==> src/rtl/addsub_seq_ctrl.sv <==
// addsub_seq_ctrl: sequences one addsub32 operation (drive, settle, capture, hold).
// Optional sticky overflow flag with ovf_clr when ADDSUB_STICKY_OVF_EN is defined.
module addsub_seq_ctrl #(
    parameter int unsigned SETTLE_CYCLES = 4
) (
    input  logic        clk,
    input  logic        rst_n,
`ifdef ADDSUB_STICKY_OVF_EN
    input  logic        ovf_clr,
    output logic        sticky_ovf,
`endif
    input  logic        in_valid,
    output logic        in_ready,
    input  logic [31:0] in_a,
    input  logic [31:0] in_b,
    input  logic        in_sub,
    output logic [31:0] adder_a,
    output logic [31:0] adder_b,
    output logic        adder_sub,
    input  logic [31:0] adder_ans,
    input  logic        adder_cout,
    input  logic        adder_v,
    output logic        out_valid,
    input  logic        out_ready,
    output logic [31:0] out_result,
    output logic        out_cout,
    output logic        out_v,
    output logic        out_z,
    output logic        out_n,
    output logic        busy
);
    typedef enum logic [1:0] {IDLE, SETTLE, HOLD} state_t;

    state_t      state_q, state_d;
    logic [7:0]  cnt_q, cnt_d;
    logic [31:0] a_q, a_d, b_q, b_d, res_q, res_d;
    logic        sub_q, sub_d, cout_q, cout_d, v_q, v_d, z_q, z_d, n_q, n_d;
    logic        capture;

    assign capture = (state_q == SETTLE) && (cnt_q == 8'd0);

    always_comb begin
        state_d = state_q;
        cnt_d   = cnt_q;
        a_d     = a_q;
        b_d     = b_q;
        sub_d   = sub_q;
        res_d   = res_q;
        cout_d  = cout_q;
        v_d     = v_q;
        z_d     = z_q;
        n_d     = n_q;
        case (state_q)
            IDLE: if (in_valid) begin
                a_d     = in_a;
                b_d     = in_b;
                sub_d   = in_sub;
                cnt_d   = 8'(SETTLE_CYCLES - 1);
                state_d = SETTLE;
            end
            SETTLE: if (capture) begin
                res_d   = adder_ans;
                cout_d  = adder_cout;
                v_d     = adder_v;
                z_d     = (adder_ans == 32'd0);
                n_d     = adder_ans[31];
                state_d = HOLD;
            end else begin
                cnt_d = cnt_q - 8'd1;
            end
            HOLD: if (out_ready) state_d = IDLE;
            default: state_d = IDLE;
        endcase
    end

    always_ff @(posedge clk or negedge rst_n) begin
        if (!rst_n) begin
            state_q <= IDLE;
            cnt_q   <= '0;
            a_q     <= '0;
            b_q     <= '0;
            sub_q   <= 1'b0;
            res_q   <= '0;
            cout_q  <= 1'b0;
            v_q     <= 1'b0;
            z_q     <= 1'b0;
            n_q     <= 1'b0;
        end else begin
            state_q <= state_d;
            cnt_q   <= cnt_d;
            a_q     <= a_d;
            b_q     <= b_d;
            sub_q   <= sub_d;
            res_q   <= res_d;
            cout_q  <= cout_d;
            v_q     <= v_d;
            z_q     <= z_d;
            n_q     <= n_d;
        end
    end

`ifdef ADDSUB_STICKY_OVF_EN
    logic sticky_q, sticky_d;

    // a capture with overflow beats a clear on the same edge
    always_comb sticky_d = (capture && adder_v) || (sticky_q && !ovf_clr);

    always_ff @(posedge clk or negedge rst_n) begin
        if (!rst_n) sticky_q <= 1'b0;
        else        sticky_q <= sticky_d;
    end

    assign sticky_ovf = sticky_q;
`endif

    assign in_ready   = (state_q == IDLE);
    assign out_valid  = (state_q == HOLD);
    assign busy       = (state_q != IDLE);
    assign adder_a    = a_q;
    assign adder_b    = b_q;
    assign adder_sub  = sub_q;
    assign out_result = res_q;
    assign out_cout   = cout_q;
    assign out_v      = v_q;
    assign out_z      = z_q;
    assign out_n      = n_q;
endmodule

==> config.mk <==
export PLATFORM = sky130hd
export DESIGN_NAME = addsub_seq_ctrl
export DESIGN_NICKNAME = d
export VERILOG_FILES = /design/src/rtl/addsub_seq_ctrl.sv
export SDC_FILE = /design/constraint.sdc
export NUM_CORES = 1
export LEC_CHECK = 0
export CORE_AREA = 2 2 108 110
export CTS_CLUSTER_DIAMETER = 50
export DETAILED_ROUTE_END_ITERATION = 16
export DIE_AREA = 0 0 110 112
export PLACE_DENSITY_LB_ADDON = 0.3
export SLEW_MARGIN = 20
export SYNTH_ARGS = -nofsm -noshare
export SYNTH_HDL_FRONTEND = slang
export SYNTH_SLANG_ARGS = --single-unit
==> constraint.sdc <==
create_clock -name clk -period 3.1 [get_ports clk]
set_input_delay 0.31 -clock clk [delete_from_list [all_inputs] [get_ports clk]]
set_output_delay 0.31 -clock clk [all_outputs]
set_load 0.01 [all_outputs]
Word level (Yosys, flattened, before mapping)
Index checks and enable logic that the tools add are counted.
{ "totals": {"inputBits": 103, "wordCells": 34, "ff_bits": 111} }
{ "classes": {"n_reduce_logical": 10, "n_addsub": 1, "muxes": 7, "n_eq_ne": 6} }
{ "op_table": {"columns": ["cell", "n"], "rows": [
  ["$logic_not 32->1", 1],
  ["$mux 8", 2],
  ["$pmux 8 s2", 1],
  ["$logic_not 8->1", 1],
  ["$sub 8x1->8 const B", 1],
  ["$mux 2", 3],
  ["$ne 2x2->1 const B", 3],
  ["$pmux 2 s3", 1],
  ["$reduce_and 3->1", 2],
  ["$reduce_and 2->1", 2],
  ["$reduce_bool 2->1", 2],
  ["$eq 2x1->1 const B", 1],
  ["$eq 2x2->1 const B", 1],
  ["$logic_not 2->1", 1],
  ["$ne 2x1->1 const B", 1],
  ["$logic_and 1x1->1", 1]
]} }

Longest topological paths before layout
{ "depth": {"depth_word": 4, "depth_mapped": 8, "depth_no_buf": 6} }

Worst setup path before layout
No wires, ideal clock.
{ "synth_timing": {"kind": "register -> register", "from": "reg cnt_q[2]", "to": "reg res_q[10] (netlist: out_result[10])", "synth_period_minus_slack_ps": 2267, "t_arrival_ps": 2142, "stages_incl_launch_ff": 8, "path_buffers": 3, "setup_slack_ps": 833, "cell_sequence": "dfrtp_1 > or4_1 > buf_2 > nor4_4 > and3b_1 > buf_6 > buf_12 > mux2_4"} }
{ "synth_via": {"elab_chain_len": 3} }
{ "synth_lines": {"columns": ["item", "line_no", "source"], "rows": [
  ["from (decl)", "35", "logic [7:0] cnt_q, cnt_d;"],
  ["from (signal assigned)", "90", "cnt_q <= cnt_d;"],
  ["$logic_not 8->1", "40", "assign capture = (state_q == SETTLE) && (cnt_q == 8'd0);"],
  ["$logic_and 1x1->1", "40", null],
  ["$reduce_and 2->1 (no source line)", null, null],
  ["to (signal assigned)", "94", "res_q <= res_d;"],
  ["to (decl)", "36", "logic [31:0] a_q, a_d, b_q, b_d, res_q, res_d;"]
]} }
No other way between the ends.
A chain may end at the register's enable or synchronous reset.

Final worst setup path
{ "layout_timing": {"from": "reg cnt_q[2]", "to": "reg res_q[0] (netlist: out_result[0])"} }
Same word-level chain as after synthesis.

==> reports/results.ini <==
[synth]
synth_cell_types=34
ys_seq_area_share_pct=61.23
synth_top_area_share_pct=61.23
synthTopCellsByCount=nand2_1 (199), dfrtp_1 (110), mux2_4 (29), clkbuf_1 (13), nor4_1 (8)
post-synth-top-count-cell=nand2_1
async_flop_share_pct=100.0
syn-cell-area_sq_um=4496
synth_ff_type=dfrtp_1
synth_enable_flop_cells=0
synthCells=417
synth_top_area_cell=dfrtp_1
ys_warn_count=0
avgSynthCellArea_sq_um=10.78
yosys-top-cells-area=dfrtp_1 (61%), nand2_1 (17%), mux2_4 (9.7%), mux2_2 (1.5%), buf_12 (1.3%)
ys_seq_elements=110
syn-num-nets=522

[pwr]
switchingPower_w=0.002016
switching_share_pct=31.65
vdd_drop_max_mv=0.4758
power_leakage_nw=3.274
pwr-share-clk_pct=19.8
p_int_w=0.004355
seqPwrFrac_pct=37.9
powerDensity_nw_per_um2=908.6
pwr-share-comb_pct=42.4

[final_layout]
fillCellCount=916
drive_above_1_share_pct=9.968
fin_area_sq_um=7013
syn_to_final_growth_pct=56.00
fin_nets=722
post-route-util_pct=62.76
antenna_cells=0
multi_input_area_sq_um=1589
seq_area_sq_um=2753
instances_no_fill=765

[placed_design]
dp_cells=749
dpl_worst_slack_ns=0.5520
dp.final_hpwl_mm=8.620
gp_congestion=0.7835
place_area_sq_um=6679
numPortBuffers=206

[global_routing]
grt_first_pass_wirelength_mm=18.55
grt_pass1_vias=3764
antenna_found_initial=0
grt_util_all_layers_pct=19.37
grt_max_degree=61
overflow=0

[sta]
hold_violations=6
fin_crit_sh_pct=83.15
relSlewSlack_pct=35.54
timing.fmax_mhz=387.9
tightest_slew_ns=0.9544
rsz0062_at_grt=false
fin_crit_ns=2.578
setup_tns_ns=0
slew_violations=0
setup-violations-final=0
hold_ws_ns=-0.01383
setup_ws_ns=0.5223
finClkSkew_ns=0.007143

[worst_setup_path]
r2r-start=cnt_q[2]$_DFFE_PN0P_
critPathCaptureType=flop
cp.required_ns=3.32
worst-setup-path-type=reg -> reg
crit_path_start_kind=flop
cp.arrival_ns=2.80
reg2reg_depth=5
rrSetupSlack_ns=0.52
cp_max_fo=36
r2r-end=out_result[0]$_DFFE_PN0P_

[floorplanning]
die_height_um=112
core_area_sq_um=11170
rows=39
die_w_um=110
io_pins=207
dieArea_sq_um=12320
initial_core_util_pct=40.23

[clock_tree]
clk_path_buf_depth=2
clock_latency_ns=0.34
cts_setup_buffers=0
numCtsBuffers=9
cts.sink_count=110
clockRootBuffer=clkbuf_16
cts.clk_slew.worst_paths_ns=0.07
htreeDepth=3
cts_hold_buf=0
cts_tree=yes
cts-resized-gates=0

[detailed_routing]
vias_per_cell=4.783
drt-wirelength-per-cell_um=15.51
drtPass1Iterations=4
wl_mm=11.87
drt-initial-drc-count=130
drc_errors=0
antenna_left=0
num_vias=3659

[outcome]
violations=negative hold slack
status=finished with violations

[worst_hold_path]
min_path_type=in -> async

[flow_run]
maxCapViolations=0

cell usage in the layout, fill, tap and decap left out, types with 3 or more instances in the layout:
cell type | Yosys | routed
nand2_1 | 199 | 198
o41ai_1 | 3 | 3
buf_12 | 3 | 4
dfrtp_1 | 110 | 110
mux2_2 | 6 | 6
nor2_1 | 7 | 7
inv_1 | 5 | 5
clkdlybuf4s50_1 | 0 | 205
nor3_1 | 3 | 3
clkbuf_16 | 0 | 9
nor4_1 | 8 | 8
mux2_4 | 29 | 29
power by group through the flow:
| stage | Combinational (W) | Clock (W) | Sequential, W |
|---|---|---|---|
| floorplan | 0.000970 | 0 | 0.00263 |
| global placement | 0.00265 | 0 | 0.00240 |
| detailed placement | 0.00272 | 0 | 0.00243 |
| CTS | 0.00274 | 0.00129 | 0.00241 |
| global route | 0.00294 | 0.00134 | 0.00249 |
| finish | 0.00270 | 0.00126 | 0.00241 |
flip-flops by register name, indices dropped and copies added (netlist names):
signal / count
out_cout: 1
out_z: 1
adder_b: 32
out_v: 1
adder_sub: 1
out_result: 32
state_q: 2
adder_a: 32
cnt_q: 8
through the flow:
stage	hold slack, ns	power, W
final	-0.01383	0.006372
after global routing	0.05575	0.006764
after CTS	0.01482	0.006443
after detailed placement	0.3880	0.005155
after global placement	0.3741	0.005046
after floorplan	0.01441	0.003604
worst max-delay path: stages, from the launching register on:
cell and delay [ns]:
dfrtp_1 0.44, or4_1 0.61, nor4_4 0.44, and3b_2 0.31, buf_12 0.26, mux2_2 0.37
worst max-delay path by stage:
stage / startpoint / to / slack (ns) / cells after the start
global placement: cnt_q[2]$_DFFE_PN0P_ / out_result[1]$_DFFE_PN0P_ / 0.67 / 5
CTS: cnt_q[2]$_DFFE_PN0P_ / out_result[0]$_DFFE_PN0P_ / 0.53 / 5
global route: cnt_q[2]$_DFFE_PN0P_ / out_result[0]$_DFFE_PN0P_ / 0.40 / 5
floorplan: cnt_q[2]$_DFFE_PN0P_ / out_result[10]$_DFFE_PN0P_ / 0.83 / 7
detailed placement: cnt_q[2]$_DFFE_PN0P_ / out_result[0]$_DFFE_PN0P_ / 0.55 / 5
finish: cnt_q[2]$_DFFE_PN0P_ / out_result[0]$_DFFE_PN0P_ / 0.52 / 5
per-layer routing:
metal	global-route usage (%)	part of all wire, %	up-vias
li1	-	-	1744
met1	23.89	41	1730
met2	31.86	46	175
met3	6.557	11	10
met4	5.907	1.0	0
met5	0	0	-
final cells by class:
type                            instances  share of cell area [%]
Clock buffer                           11                   3.604
Clock inverter                          5                   1.160
Inverter                                5                  0.2676
Multi-Input combinational cell        281                   22.66
Sequential cell                       110                   39.25
Tap cell                              143                   2.551
Timing Repair Buffer                  210                   30.51
cells by family (layout without fill, tap and decap cells):
family          after synthesis  count (layout)  share of synthesized area, %
simple gates                229             229                         20.90
buf+inv                      26             231                         3.535
mux                          35              35                         11.19
flops                       110             110                         61.23
fa+ha+maj                     2               2                        0.5565
compound gates               15              15                         2.588
Power figures use the tool's default switching activity.
